$ cat config.mk
export PLATFORM = sky130hd
export DESIGN_NAME = seg7_scan_driver
export DESIGN_NICKNAME = d
export VERILOG_FILES = /design/src/rtl/seg7_scan_driver.sv
export SDC_FILE = /design/constraint.sdc
export NUM_CORES = 1
export LEC_CHECK = 0
export BUFFER_PORTS_ARGS = -buffer_cell sky130_fd_sc_hd__buf_2
export CAP_MARGIN = 20
export CORE_UTILIZATION = 50
export DETAILED_ROUTE_END_ITERATION = 16
export GPL_TIMING_DRIVEN = 0
export PLACE_DENSITY_LB_ADDON = 0.05
export SYNTH_ARGS = -nofsm -noshare
export SYNTH_HDL_FRONTEND = slang
export SYNTH_SLANG_ARGS = --single-unit
$ cat constraint.sdc
create_clock -name clk -period 2.4 [get_ports clk]
set_clock_uncertainty 0.15 [all_clocks]
set_input_delay 0.48 -clock clk [delete_from_list [all_inputs] [get_ports clk]]
set_output_delay 0.48 -clock clk [all_outputs]
set_load 0.005 [all_outputs]
$ cat src/rtl/seg7_scan_driver.sv
// Multiplexed hex 7-segment scan driver with per-digit enable and decimal point.
// Also provides leading-zero blanking, PWM brightness and selectable output polarity.
// Display data moves into shadow registers only at frame boundaries, so a frame never tears.
//
// Ports:
//   clk, rst     - clock and synchronous active-high reset
//   x            - hex digits, 4 bits per digit; digit 0 (rightmost) is x[3:0]
//   dp_in        - decimal point per digit
//   digit_en     - per-digit enable
//   lz_suppress  - leading-zero blanking enable
//   brightness   - PWM duty code (all-ones = full on, 0 = dark); sampled live
//   load         - request capture of x/dp_in/digit_en/lz_suppress at the next frame boundary
//   load_ack     - one-cycle pulse after the shadow registers are updated
//   frame_start  - one-cycle pulse when the scan wraps to digit 0
//   seg          - segments in gfedcba order
//   dp           - decimal point
//   an           - digit anodes, at most one active
module seg7_scan_driver #(
  parameter int unsigned NUM_DIGITS = 8,
  parameter int unsigned PRESCALE_W = 17,
  parameter int unsigned BRIGHT_W   = 3,
  parameter bit          ACTIVE_LOW = 1'b1
) (
  input  logic                    clk,
  input  logic                    rst,
  input  logic [4*NUM_DIGITS-1:0] x,
  input  logic [NUM_DIGITS-1:0]   dp_in,
  input  logic [NUM_DIGITS-1:0]   digit_en,
  input  logic                    lz_suppress,
  input  logic [BRIGHT_W-1:0]     brightness,
  input  logic                    load,
  output logic                    load_ack,
  output logic                    frame_start,
  output logic [6:0]              seg,
  output logic                    dp,
  output logic [NUM_DIGITS-1:0]   an
);

  localparam int unsigned IDX_W = (NUM_DIGITS > 1) ? $clog2(NUM_DIGITS) : 1;
  localparam logic [IDX_W-1:0] LAST_IDX = IDX_W'(NUM_DIGITS - 1);

  logic [PRESCALE_W-1:0]   prescaler;
  logic [IDX_W-1:0]        idx;
  logic                    pending;
  logic [4*NUM_DIGITS-1:0] x_sh;
  logic [NUM_DIGITS-1:0]   dp_sh;
  logic [NUM_DIGITS-1:0]   en_sh;
  logic                    lz_sh;

  logic                    tick_c;
  logic                    boundary_c;
  logic                    capture_c;
  logic [NUM_DIGITS-1:0]   nz_from_c;
  logic                    nz_run_c;
  logic                    suppressed_c;
  logic [BRIGHT_W-1:0]     pw_c;
  logic                    gate_c;
  logic                    lit_c;
  logic [3:0]              nib_c;
  logic [NUM_DIGITS-1:0]   an_c;
  logic [6:0]              seg_c;
  logic                    dp_c;

  // Hex glyphs, active-low gfedcba
  function automatic logic [6:0] glyph_low(input logic [3:0] v);
    case (v)
      4'h0: glyph_low = 7'h40;
      4'h1: glyph_low = 7'h79;
      4'h2: glyph_low = 7'h24;
      4'h3: glyph_low = 7'h30;
      4'h4: glyph_low = 7'h19;
      4'h5: glyph_low = 7'h12;
      4'h6: glyph_low = 7'h02;
      4'h7: glyph_low = 7'h78;
      4'h8: glyph_low = 7'h00;
      4'h9: glyph_low = 7'h10;
      4'hA: glyph_low = 7'h08;
      4'hB: glyph_low = 7'h03;
      4'hC: glyph_low = 7'h46;
      4'hD: glyph_low = 7'h21;
      4'hE: glyph_low = 7'h06;
      default: glyph_low = 7'h0E;
    endcase
  endfunction

  // Scan timing and capture decision
  always_comb begin
    tick_c     = &prescaler;
    boundary_c = tick_c && (idx == LAST_IDX);
    capture_c  = boundary_c && (pending || load);
  end

  // nz_from_c[i] = some shadow nibble at position i or above is non-zero
  always_comb begin
    nz_from_c = '0;
    nz_run_c  = 1'b0;
    for (int i = int'(NUM_DIGITS) - 1; i >= 0; i--) begin
      nz_run_c     = nz_run_c | (|x_sh[4*i +: 4]);
      nz_from_c[i] = nz_run_c;
    end
  end

  // Digit visibility and active-high glyph for the current scan slot
  always_comb begin
    nib_c        = x_sh[4*idx +: 4];
    suppressed_c = lz_sh && (idx != '0) && !nz_from_c[idx];
    pw_c         = prescaler[PRESCALE_W-1 -: BRIGHT_W];
    gate_c       = (&brightness) || (pw_c < brightness);
    lit_c        = en_sh[idx] && !suppressed_c && gate_c;
    an_c         = '0;
    seg_c        = '0;
    dp_c         = 1'b0;
    if (lit_c) begin
      an_c  = NUM_DIGITS'(1) << idx;
      seg_c = ~glyph_low(nib_c);
      dp_c  = dp_sh[idx];
    end
  end

  // Prescaler, scan index and load handshake
  always_ff @(posedge clk) begin
    if (rst) begin
      prescaler   <= '0;
      idx         <= '0;
      pending     <= 1'b0;
      x_sh        <= '0;
      dp_sh       <= '0;
      en_sh       <= '0;
      lz_sh       <= 1'b0;
      load_ack    <= 1'b0;
      frame_start <= 1'b0;
    end else begin
      prescaler   <= prescaler + PRESCALE_W'(1);
      if (tick_c) idx <= (idx == LAST_IDX) ? '0 : idx + IDX_W'(1);
      if (capture_c) begin
        pending <= 1'b0;
        x_sh    <= x;
        dp_sh   <= dp_in;
        en_sh   <= digit_en;
        lz_sh   <= lz_suppress;
      end else if (load) begin
        pending <= 1'b1;
      end
      load_ack    <= capture_c;
      frame_start <= boundary_c;
    end
  end

  // Output stage with polarity applied
  always_ff @(posedge clk) begin
    if (rst) begin
      an  <= {NUM_DIGITS{ACTIVE_LOW}};
      seg <= {7{ACTIVE_LOW}};
      dp  <= ACTIVE_LOW;
    end else begin
      an  <= an_c ^ {NUM_DIGITS{ACTIVE_LOW}};
      seg <= seg_c ^ {7{ACTIVE_LOW}};
      dp  <= dp_c ^ ACTIVE_LOW;
    end
  end

endmodule

==> flow_metrics.tcl <==
set metrics [dict create \
    status "complete, no violations" \
    drv_cap 0 \
    fp.dieW_microns 89.9 \
    maxSlewViolCount 0 \
    ant_nets 0 \
    cts.sinks 88 \
    tns_ns 0 \
    grt_max_degree 16 \
    grt_pass1_vias 3219 \
    critPathSlowestCell "dfxtp_2" \
    critPathMaxFanout 4 \
    io_buffers 71 \
    wl_per_cell_microns 13.8 \
    vias_per_cell 5.25 \
    avgSynthCellArea_sq_um 8.84 \
    cts-htree-levels 3 \
    fin_crit_ns 2.30 \
    drc_errors 0 \
    cts_root_buf "clkbuf_8" \
    firstDrtPassIters 4 \
    synthFlopType "dfxtp_1" \
    clock_power_share_pct 42.1 \
    tritoncts "done" \
    synth_fa_ha_area_share_pct 5.18 \
    synthMuxAreaShare_pct 9.75 \
    p_leak_nw 1.84 \
    overflow 0 \
    coreArea_sq_um 7370 \
    switchingPower_w 0.000595 \
    clockBufferDepth 2 \
    critPathCaptureType "register" \
    cpPeakStageDelay_ns 0.34 \
    dpl.hpwl_mm 6.34 \
    intPower_w 0.00209 \
    drt_iter0_drc 150 \
    worst-setup-path-type "reg -> reg" \
    hold_depth 3 \
    synth.most_common_cell "nand2_1" \
    track_usage_pct 23.2 \
    fin_util_pct 64.7 \
    min_to "dp_sh[2]" \
    sw_frac_of_total_pct 22.1 \
    powerDensity_nw_per_um2 564 \
    routed_wl_mm 8.79 \
    area_delta_synth_final_pct 23.4 \
    die_h_microns 89.9 \
    fin_crit_sh_pct 96.0 \
    synth_seq_cells 88 \
    worstSkewPairLatency_ns 0.35 \
    worstPathCellList "and4_4 > and2_4 > nand4_1 > buf_4 > buf_4 > buf_4 > buf_4 > buf_4 > buf_4 > or3_1 > a21oi_1" \
    fmax_ghz 0.434 \
    synth_top_cell_by_area "dfxtp_1" \
    synth_xor_area_share_pct 3.14 \
    die_area_sq_um 8080 \
    holdBufCountCts 0 \
    vias 3338 \
    yosys_warnings 0 \
    rr_worst_depth 11 \
    syn-num-nets 508 \
    yosys.area_share.simple_pct 21.4 \
    top_layer "met4" \
    start_util_pct 52.4 \
    finalSetupViolations 0 \
    vdd_drop_max_uv 445 \
    wl_met2_mm 4.24 \
    cp_data_arrival_time_ns 2.44 \
    p_seq_share_pct 54.6 \
    hold_path_class "in -> reg" \
    grt_pass1_wl_mm 14.9 \
    synth_top_area_share_pct 45.6 \
    synthDistinctLibCells 44 \
    num-nets-final 603 \
    r2r_slack_ns 0.1 \
    ys_top_cells_by_count "nand2_1, dfxtp_1, a21oi_1" \
    worst_slew_pin_slew_ns 0.581 \
    syn-cell-area_sq_um 3860 \
    io_pins 73 \
    yosysSeqAreaShare_pct 45.6 \
    finalPower_w 0.00269 \
    synth-edff-count 0 \
    hold_viol 0 \
    path_clk_slew_ns 0.09 \
    nFillCells 653 \
    crit_top_cell "buf_4" \
    cts_buffers 9 \
    relSlewSlack_pct 61.3 \
    antenna_cells 0 \
    worstHoldStart "dp_in[2]" \
    start_kind "register" \
    synth_top_family_by_area "simple AND/OR/NAND/NOR gates" \
    reg2reg_from "prescaler[3]" \
    async_flop_share_pct 0 \
    synth_compound_area_share_pct 10.6 \
    syn_inst 437 \
    drive_gt1_share_pct 29.2 \
    routed-wl-met3_microns 426 \
    gp_congestion 0.855 \
    worst-endpoint-required_ns 2.54 \
    rr_endpoint "prescaler[14]" \
    wl_met1_mm 3.95 \
    num_rows 31 \
    yosys-top-cells-area "dfxtp_1, nand2_1, a21oi_1" \
    antenna_found_initial 0 \
    p_comb_share_pct 3.3 \
    rsz0062_at_grt "no" \
]
[power by group through the flow]
stage               combinational (W)  sequential (W)  clock (W)
floorplan                   0.0000294         0.00150          0
global placement            0.0000828         0.00150          0
detailed placement          0.0000841         0.00150          0
CTS                         0.0000849         0.00147    0.00115
global route                0.0000985         0.00147    0.00121
finish                      0.0000888         0.00147    0.00113
[per-stage QoR]
step	setup WS [ns]	hold WS (ns)	area, sq um	instances
floorplan	0.00233	0.281	3860	437
global placement	-0.607	0.291	4340	607
detailed placement	-0.574	0.297	4340	607
CTS	-0.0140	0.195	4670	630
global route	0.00425	0.204	4770	636
finish	0.0968	0.200	4770	636
[how the worst max path moves through the flow]
stage / start / endpoint / slack [ns] / depth (start not counted)
2_1_floorplan: prescaler[2] / dp_sh[7] / 0.002 / 11
3_3_place_gp: prescaler[2] / x_sh[28] / -0.61 / 10
3_5_place_dp: prescaler[2] / x_sh[23] / -0.57 / 10
4_1_cts: prescaler[2] / dp_sh[4] / -0.01 / 10
5_1_grt: idx[0] / an[5] / 0.004 / 11
6_report: prescaler[3] / prescaler[14] / 0.1 / 11
[cell families (layout without fill, tap and decap cells)]
logic type,after synthesis,in the layout
and+or+nand+nor,190,190
DFF,88,88
AOI/OAI and AO/OA,74,74
buffers and inverters,36,136
muxes,20,20
adders and majority gates,16,16
xor gates and xnor gates,13,13
[cells in the final DEF, fill, tap and decap left out, types with 2 or more instances in the layout]
cell and n:
nand2_1 120, dfxtp_1 82, buf_2 75, a21oi_1 55
nor2_1 23, buf_4 17, nand3_1 13, mux4_2 12
ha_1 12, clkbuf_8 9, clkbuf_1 8, inv_1 7
nor4_1 7, xnor2_1 6, xor2_1 6, buf_6 5
mux2i_1 5, o21ai_0 5, nor2b_1 5, dfxtp_2 5
o221ai_1 4, ha_2 4, nand4_1 3, inv_2 3
and3_1 2, buf_8 2, nand2_2 2, nand2b_1 2
nor3_1 2, or3_1 2, clkbuf_4 2, mux2i_4 2
bufinv_16 2, clkinv_2 2
[routing by layer]
metal	GRT usage [%]	up-vias
met5	0	-
met4	9.41	0
met3	3.13	14
met2	39.6	94
met1	29.6	1558
li1	-	1672
[layout make-up]
class                      instances  area, sq um  area share (%)
buffer                            25          175            3.68
clock buffer                       9          124            2.60
timing repair buffer              85          464            9.74
sequential                        88         1770            37.2
tap                               99          124            2.60
inverter                          10         37.5           0.788
multi-input combinational        313         1970            41.4
clock inverter                     7         95.1            2.00
[critical path, delay by kind of cell, from the launching register on]
kind,cells,cell delay [ns]
buffers and inverters,6,0.80
DFF,1,0.34
AOI/OAI and AO/OA,1,0.12
and+or+nand+nor,4,0.83
[sequential cells by signal, summed over array words and instances, names as in the netlist, 3 cells and up]
register,cells
x_sh,32
prescaler,17
an,8
dp_sh,8
en_sh,8
seg,7
idx,3
[what timing repair did]
item	in CTS	in global routing
endpoints found under the setup margin	58	69
pin swaps	2	7
gates resized for setup	25	27
buffers inserted	8	6
No activity file was read; power rests on OpenSTA's default activity.
